<file path="src/rtl/uart_pkg.sv">
// Shared UART definitions: RX state encoding, parity type and prescale constants,
// plus small bit-level helpers used by both the RX and TX paths.
package uart_pkg;

  typedef enum logic [2:0] {
    RX_IDLE   = 3'd0,
    RX_START  = 3'd1,
    RX_DATA   = 3'd2,
    RX_PARITY = 3'd3,
    RX_STOP   = 3'd4
  } rx_state_e;

  localparam logic PARITY_EVEN = 1'b0;
  localparam logic PARITY_ODD  = 1'b1;

  localparam int unsigned PRESCALE_8  = 32'd8;
  localparam int unsigned PRESCALE_16 = 32'd16;
  localparam int unsigned PRESCALE_32 = 32'd32;

  function automatic logic majority3(input logic a, input logic b, input logic c);
    return (a & b) | (a & c) | (b & c);
  endfunction

  // Odd parity is the even-parity bit inverted.
  function automatic logic parity_expect(input logic data_xor, input logic parity_type);
    return data_xor ^ (parity_type == PARITY_ODD);
  endfunction

endpackage

</file>
<file path="src/rtl/uart_rx_sampler.sv">
// Per-bit oversampling counter and mid-bit three-sample majority vote.
// The vote is presented in the cycle edge_cnt = P/2+1, using the live synchronized line as the third sample.
module uart_rx_sampler #(
  parameter int PRESCALE_W = 6
) (
  input  logic                  CLK,
  input  logic                  RST,
  input  logic                  rx_s,
  input  logic [PRESCALE_W-1:0] prescale,
  input  logic                  cnt_en,
  output logic [PRESCALE_W-1:0] edge_cnt,
  output logic                  bit_done,
  output logic                  sample_valid,
  output logic                  sampled_bit
);
  import uart_pkg::*;

  logic [PRESCALE_W-1:0] edge_cnt_r;
  logic [PRESCALE_W-1:0] half_s;
  logic [PRESCALE_W-1:0] last_s;
  logic                  samp0_r;
  logic                  samp1_r;

  assign half_s = {1'b0, prescale[PRESCALE_W-1:1]};
  assign last_s = prescale - PRESCALE_W'(1);

  // Oversample counter: wraps at each bit boundary, cleared whenever the frame is not running.
  always_ff @(posedge CLK or negedge RST) begin
    if (!RST) begin
      edge_cnt_r <= {PRESCALE_W{1'b0}};
    end else if (cnt_en) begin
      if (edge_cnt_r == last_s) begin
        edge_cnt_r <= {PRESCALE_W{1'b0}};
      end else begin
        edge_cnt_r <= edge_cnt_r + PRESCALE_W'(1);
      end
    end else begin
      edge_cnt_r <= {PRESCALE_W{1'b0}};
    end
  end

  // Capture the two samples that precede the vote cycle.
  always_ff @(posedge CLK or negedge RST) begin
    if (!RST) begin
      samp0_r <= 1'b1;
      samp1_r <= 1'b1;
    end else if (edge_cnt_r == half_s - PRESCALE_W'(1)) begin
      samp0_r <= rx_s;
      samp1_r <= samp1_r;
    end else if (edge_cnt_r == half_s) begin
      samp0_r <= samp0_r;
      samp1_r <= rx_s;
    end else begin
      samp0_r <= samp0_r;
      samp1_r <= samp1_r;
    end
  end

  assign edge_cnt     = edge_cnt_r;
  assign bit_done     = (edge_cnt_r == last_s);
  assign sample_valid = (edge_cnt_r == half_s + PRESCALE_W'(1));
  assign sampled_bit  = majority3(samp0_r, samp1_r, rx_s);

endmodule

</file>
<file path="src/rtl/uart_rx_core.sv">
// UART receiver: synchronizes RX_IN, frames start/data/parity/stop bits and
// reports each frame with exactly one of Data_Valid, Parity_Error or Stop_Error.
module uart_rx_core #(
  parameter int DATA_WIDTH = 8,
  parameter int PRESCALE_W = 6
) (
  input  logic                  CLK,
  input  logic                  RST,
  input  logic                  RX_IN,
  input  logic [PRESCALE_W-1:0] Prescale,
  input  logic                  Parity_Enable,
  input  logic                  Parity_Type,
  output logic [DATA_WIDTH-1:0] P_DATA,
  output logic                  Data_Valid,
  output logic                  Parity_Error,
  output logic                  Stop_Error
);
  import uart_pkg::*;

  localparam int              BCW      = (DATA_WIDTH > 1) ? $clog2(DATA_WIDTH) : 1;
  localparam logic [BCW-1:0]  LAST_BIT = BCW'(DATA_WIDTH - 1);

  logic                  rx_meta_r;
  logic                  rx_sync_r;
  logic                  rx_s;
  rx_state_e             state_r;
  logic [PRESCALE_W-1:0] prescale_r;
  logic                  par_en_r;
  logic                  par_type_r;
  logic [BCW-1:0]        bit_cnt_r;
  logic [DATA_WIDTH-1:0] shift_r;
  logic                  par_err_r;

  logic                  cnt_en_s;
  logic [PRESCALE_W-1:0] edge_cnt_s;
  logic                  bit_done_s;
  logic                  sample_valid_s;
  logic                  sampled_bit_s;

  function automatic logic expected_parity(input logic [DATA_WIDTH-1:0] d, input logic ptype);
    return parity_expect(^d, ptype);
  endfunction

  // Two-flop synchronizer for the asynchronous serial line (idles high).
  always_ff @(posedge CLK or negedge RST) begin
    if (!RST) begin
      rx_meta_r <= 1'b1;
      rx_sync_r <= 1'b1;
    end else begin
      rx_meta_r <= RX_IN;
      rx_sync_r <= rx_meta_r;
    end
  end

  assign rx_s = rx_sync_r;

  // The oversample counter runs exactly while the frame stays out of IDLE next cycle.
  always_comb begin
    cnt_en_s = 1'b0;
    case (state_r)
      RX_IDLE:   cnt_en_s = !rx_s && (edge_cnt_s == {PRESCALE_W{1'b0}});
      RX_START:  cnt_en_s = !(sample_valid_s && sampled_bit_s);
      RX_DATA:   cnt_en_s = 1'b1;
      RX_PARITY: cnt_en_s = 1'b1;
      RX_STOP:   cnt_en_s = !sample_valid_s;
      default:   cnt_en_s = 1'b0;
    endcase
  end

  uart_rx_sampler #(
    .PRESCALE_W (PRESCALE_W)
  ) u_sampler (
    .CLK          (CLK),
    .RST          (RST),
    .rx_s         (rx_s),
    .prescale     (prescale_r),
    .cnt_en       (cnt_en_s),
    .edge_cnt     (edge_cnt_s),
    .bit_done     (bit_done_s),
    .sample_valid (sample_valid_s),
    .sampled_bit  (sampled_bit_s)
  );

  // Frame FSM with bit counter, shift register, parity tracking and registered strobes.
  always_ff @(posedge CLK or negedge RST) begin
    if (!RST) begin
      state_r      <= RX_IDLE;
      prescale_r   <= PRESCALE_W'(PRESCALE_8);
      par_en_r     <= 1'b0;
      par_type_r   <= PARITY_EVEN;
      bit_cnt_r    <= {BCW{1'b0}};
      shift_r      <= {DATA_WIDTH{1'b0}};
      par_err_r    <= 1'b0;
      P_DATA       <= {DATA_WIDTH{1'b0}};
      Data_Valid   <= 1'b0;
      Parity_Error <= 1'b0;
      Stop_Error   <= 1'b0;
    end else begin
      Data_Valid   <= 1'b0;
      Parity_Error <= 1'b0;
      Stop_Error   <= 1'b0;
      case (state_r)
        RX_IDLE: begin
          if (!rx_s && (edge_cnt_s == {PRESCALE_W{1'b0}})) begin
            state_r    <= RX_START;
            prescale_r <= Prescale;
            par_en_r   <= Parity_Enable;
            par_type_r <= Parity_Type;
            bit_cnt_r  <= {BCW{1'b0}};
            par_err_r  <= 1'b0;
          end
        end
        RX_START: begin
          // A high vote means the falling edge was only a glitch.
          if (sample_valid_s && sampled_bit_s) begin
            state_r <= RX_IDLE;
          end else if (bit_done_s) begin
            state_r <= RX_DATA;
          end
        end
        RX_DATA: begin
          if (sample_valid_s) begin
            shift_r <= {sampled_bit_s, shift_r[DATA_WIDTH-1:1]};
          end
          if (bit_done_s) begin
            if (bit_cnt_r == LAST_BIT) begin
              bit_cnt_r <= {BCW{1'b0}};
              state_r   <= par_en_r ? RX_PARITY : RX_STOP;
            end else begin
              bit_cnt_r <= bit_cnt_r + BCW'(1);
            end
          end
        end
        RX_PARITY: begin
          if (sample_valid_s) begin
            par_err_r <= (sampled_bit_s != expected_parity(shift_r, par_type_r));
          end
          if (bit_done_s) begin
            state_r <= RX_STOP;
          end
        end
        RX_STOP: begin
          // Leave at the vote so the next start edge can be caught immediately.
          if (sample_valid_s) begin
            state_r <= RX_IDLE;
            if (!sampled_bit_s) begin
              Stop_Error <= 1'b1;
            end else if (par_err_r) begin
              Parity_Error <= 1'b1;
            end else begin
              Data_Valid <= 1'b1;
              P_DATA     <= shift_r;
            end
          end
        end
        default: begin
          state_r <= RX_IDLE;
        end
      endcase
    end
  end

endmodule

</file>
<file path="config.mk">
export PLATFORM = sky130hd
export DESIGN_NAME = uart_rx_core
export DESIGN_NICKNAME = d
export VERILOG_FILES = /design/src/rtl/uart_pkg.sv /design/src/rtl/uart_rx_sampler.sv /design/src/rtl/uart_rx_core.sv
export SDC_FILE = /design/constraint.sdc
export NUM_CORES = 1
export LEC_CHECK = 0
export CAP_MARGIN = 20
export CORE_MARGIN = 3
export CORE_UTILIZATION = 26
export DETAILED_ROUTE_END_ITERATION = 12
export HOLD_SLACK_MARGIN = 0.08
export MAX_ROUTING_LAYER = met4
export PLACE_DENSITY = 0.43
export SKIP_LAST_GASP = 1
export SYNTH_ARGS = -nofsm -noshare
export SYNTH_HDL_FRONTEND = slang
export SYNTH_SLANG_ARGS = --single-unit
</file>
<file path="constraint.sdc">
create_clock -name CLK -period 5.5 [get_ports CLK]
set_input_delay 0.55 -clock CLK [delete_from_list [all_inputs] [get_ports CLK]]
set_output_delay 0.55 -clock CLK [all_outputs]
set_load 0.02 [all_outputs]
</file>
==> metrics.yaml <==
status: "finished, final reports clean"
synth_most_common_cell: "sky130_fd_sc_hd__dfrtp_1"
layout-drive-gt1-share: 0.1811
layout_setup_ws_ns: 2.332
detailedPlace.worstSlack_ns: 2.295
count_of_routing_violations_after_the_opening_detailed_route_iteration: 67
cts.reportedPaths.clkPinSlew_ns: 0.09
syn-mean-instance-area_sq_um: 10.77
cell_type_group_with_the_largest_total_delay_on_the_critical_path: "simple AND/OR/NAND/NOR gates"
dp.cells: 375
max_slew_margin: 0.4616
clockBufferDepth: 2
fin_crit_sh: 0.5759
num-fill-cells: 951
synth_top_family_by_area: "simple AND/OR/NAND/NOR gates"
cts_made_buffers: 5
worst_ep_arrival_time_ns: 3.36
final-setup-viol-count: 0
timing.final.crit_period_ns: 3.168
yosys-top-cells-area: "sky130_fd_sc_hd__dfrtp_1 (39%), sky130_fd_sc_hd__mux2_2 (12%), sky130_fd_sc_hd__xnor2_1 (7.0%), sky130_fd_sc_hd__dfstp_2 (5.2%), sky130_fd_sc_hd__xor2_1 (4.2%)"
synthesis.instances: 234
post_synth_and_or_nand_nor_area_fraction: 0.1480
async_flop_share: 1.000
power.static_leakage_nw: 1.247
multiplexer_share_of_the_synthesized_area: 0.1321
die-area_sq_um: 10910
clock_latency_ns: 0.30
timing.critical_path.required_ns: 5.69
clockRootBuffer: "sky130_fd_sc_hd__clkbuf_8"
synth_area_sq_um: 2520
worst-slew-pin-transition_ns: 0.7872
setup.worst_path.end_class: "flip-flop"
design.final.nets: 272
routed_wirelength_um: 5341
overall_global_routing_resource_usage: 0.1106
max_stage_delay_ns: 0.61
first_global_vias: 1813
crit_path_start: "prescale_r[2]"
pin_count_of_the_biggest_net_entering_global_routing: 45
placed_cell_area_sq_um: 2841
r2r_start: "prescale_r[2]"
sink_count: 44
path_buf_inv: 1
drt-wirelength-per-cell_um: 13.95
yosys_warnings: 0
synth.cells.most_frequent: "sky130_fd_sc_hd__dfrtp_1 (39), sky130_fd_sc_hd__mux2_2 (26), sky130_fd_sc_hd__xnor2_1 (20)"
rows: 35
grt_overflow: 0
synth_top_flop_cell: "sky130_fd_sc_hd__dfrtp_1"
power_density_nw_per_um2: 481.7
synth_xor_area_frac: 0.1112
post_route_drc_violation_count: 0
ctsHoldBuffers: 0
die_x_um: 104.4
setup_skew_after_layout_ns: 0.007556
antenna_violations_before_repair: 0
rsz0062_at_grt: "no"
critPathSlowestCell: "sky130_fd_sc_hd__nor4_4"
cts_setup_buffers: 0
gpl.final_weighted_congestion: 0.8338
drt_pass1_iterations: 4
synth.largest_area_cell: "sky130_fd_sc_hd__dfrtp_1"
post-synth-top-area-fraction: 0.3873
yosys.area_share.adder: 0.03972
core-area_sq_um: 9328
cts_tree: "done"
synth_enable_flop_cells: 0
cp_cell_sequence: "inv_1 -> ha_1 -> xor2_1 -> a211o_1 -> a211oi_2 -> nand2_2 -> nor4_4 -> mux2_2"
crit_fanout: 10
htree_num_levels: 2
totalPowerFinal_mw: 1.424
final-max-slew-violation-count: 0
detailedPlacementHpwl_um: 3800
fmax_ghz: 0.3157
port_buffers: 21
drv.max_cap_violation_count: 0
timing_hold_violations_final: 0
start_util: 0.2702
post-route-cell-area_sq_um: 2957
grt_first_pass_wirelength_um: 9501
ff_latch_area_sq_um: 1107
ioPinCount: 22
syn-num-nets: 253
vdd.ir_drop.worst_mv: 0.1522
synthesized_area_fraction_occupied_by_ao_oa_aoi_and_oai_cells: 0.08937
die_y_um: 104.4
vias_per_cell: 4.493
detailroute.via_count: 1721
synth.distinct_cells: 48
hold_path.class: "input port to asynchronous set/reset pin"
cts_resized: 0
fin_setup_tns_ns: 0
timing.critical_path.from_type: "flip-flop"
total_area_of_multi_input_combinational_cells_sq_um: 1311
flow.area_growth_from_synthesis_pct: 17.33
synth-seq-area-share: 0.4394
fin_cells: 383
timing_worst_setup_path_type: "flip-flop to flip-flop"
n_antenna_cell: 0
route.antenna.remaining_nets: 0
ys_seq_elements: 44
-- area by class of cell --
class                      instances  share of cell area
inverter                          13             0.01650
multi-input combinational        167              0.4435
clock inverter                     3             0.01566
timing repair buffer              22             0.07194
tap                              129             0.05459
sequential                        44              0.3745
clock buffer                       5             0.02328
-- sequential cells by signal, indices dropped and copies added (netlist names), 3 cells and up --
name,count
P_DATA,8
bit_cnt_r,3
prescale_r,6
shift_r,8
state_r,3
u_sampler.edge_cnt,6
-- report_power, final --
part / leakage [nW] / switching, mW / internal, mW
clock: 0.0548 / 0.123 / 0.137
sequential: 0.571 / 0.144 / 0.407
combinational: 0.622 / 0.315 / 0.297
total: 1.25 / 0.583 / 0.842
-- final timing paths --
path / endpoint / slack, ns / depth (start not counted)
max reg2reg: P_DATA[3] / 2.33 / 8
min in group CLK: rx_s / 0.36 / 0
max in group asynchronous: prescale_r[4] / 4.79 / 2
min reg2reg: rx_s / 0.36 / 0
min: state_r[1] / 0.32 / 2
max: P_DATA[3] / 2.33 / 8
-- per-layer routing --
metal / global-route usage / share of wire
met1: 0.1466 / 0.51
met2: 0.1693 / 0.45
met3: 0.01924 / 0.026
met4: 0.04084 / 0.018
met5: - / 0
-- cells by family after synthesis --
| family | count (synthesis) |
|---|---|
| AND/OR/NAND/NOR | 66 |
| flip-flops | 44 |
| XOR/XNOR | 32 |
| AO/OA/AOI/OAI | 31 |
| multiplexers | 30 |
| buffers and inverters | 23 |
| adder cells (fa/ha/maj) | 8 |
-- per-stage QoR --
| step | utilization | hold slack, ns |
|---|---|---|
| after detailed placement | 0.3046 | 0.3485 |
| final | 0.3170 | 0.3164 |
| after floorplan | - | 0.2544 |
| after CTS | 0.3170 | 0.3492 |
| after global placement | 0.3046 | 0.3477 |
| after global routing | 0.3170 | 0.3684 |
-- placed cells by master, fill, tap and decap left out, types with 2 or more instances in the layout --
master | synthesis | layout
sky130_fd_sc_hd__dfrtp_1 | 39 | 39
sky130_fd_sc_hd__mux2_2 | 26 | 26
sky130_fd_sc_hd__xnor2_1 | 20 | 20
sky130_fd_sc_hd__clkdlybuf4s50_1 | 0 | 20
sky130_fd_sc_hd__inv_1 | 13 | 13
sky130_fd_sc_hd__xor2_1 | 12 | 12
sky130_fd_sc_hd__nand3_1 | 10 | 10
sky130_fd_sc_hd__nand2_1 | 10 | 10
sky130_fd_sc_hd__nor2_1 | 9 | 9
sky130_fd_sc_hd__ha_1 | 8 | 8
sky130_fd_sc_hd__nor3_1 | 6 | 6
sky130_fd_sc_hd__and2_1 | 6 | 6
sky130_fd_sc_hd__a21oi_1 | 5 | 5
sky130_fd_sc_hd__clkbuf_8 | 0 | 5
sky130_fd_sc_hd__dfstp_2 | 5 | 5
sky130_fd_sc_hd__nor2b_1 | 4 | 4
sky130_fd_sc_hd__o21ai_0 | 4 | 4
sky130_fd_sc_hd__nand4_1 | 4 | 4
sky130_fd_sc_hd__nand2b_1 | 4 | 4
sky130_fd_sc_hd__mux2i_1 | 4 | 4
sky130_fd_sc_hd__nor4_1 | 3 | 3
sky130_fd_sc_hd__a211oi_1 | 3 | 3
sky130_fd_sc_hd__nand4b_1 | 2 | 2
sky130_fd_sc_hd__a21boi_0 | 2 | 2
sky130_fd_sc_hd__a31oi_1 | 2 | 2
sky130_fd_sc_hd__o21a_1 | 2 | 2
sky130_fd_sc_hd__o22ai_1 | 2 | 2
No activity file was read; power rests on OpenSTA's default activity.
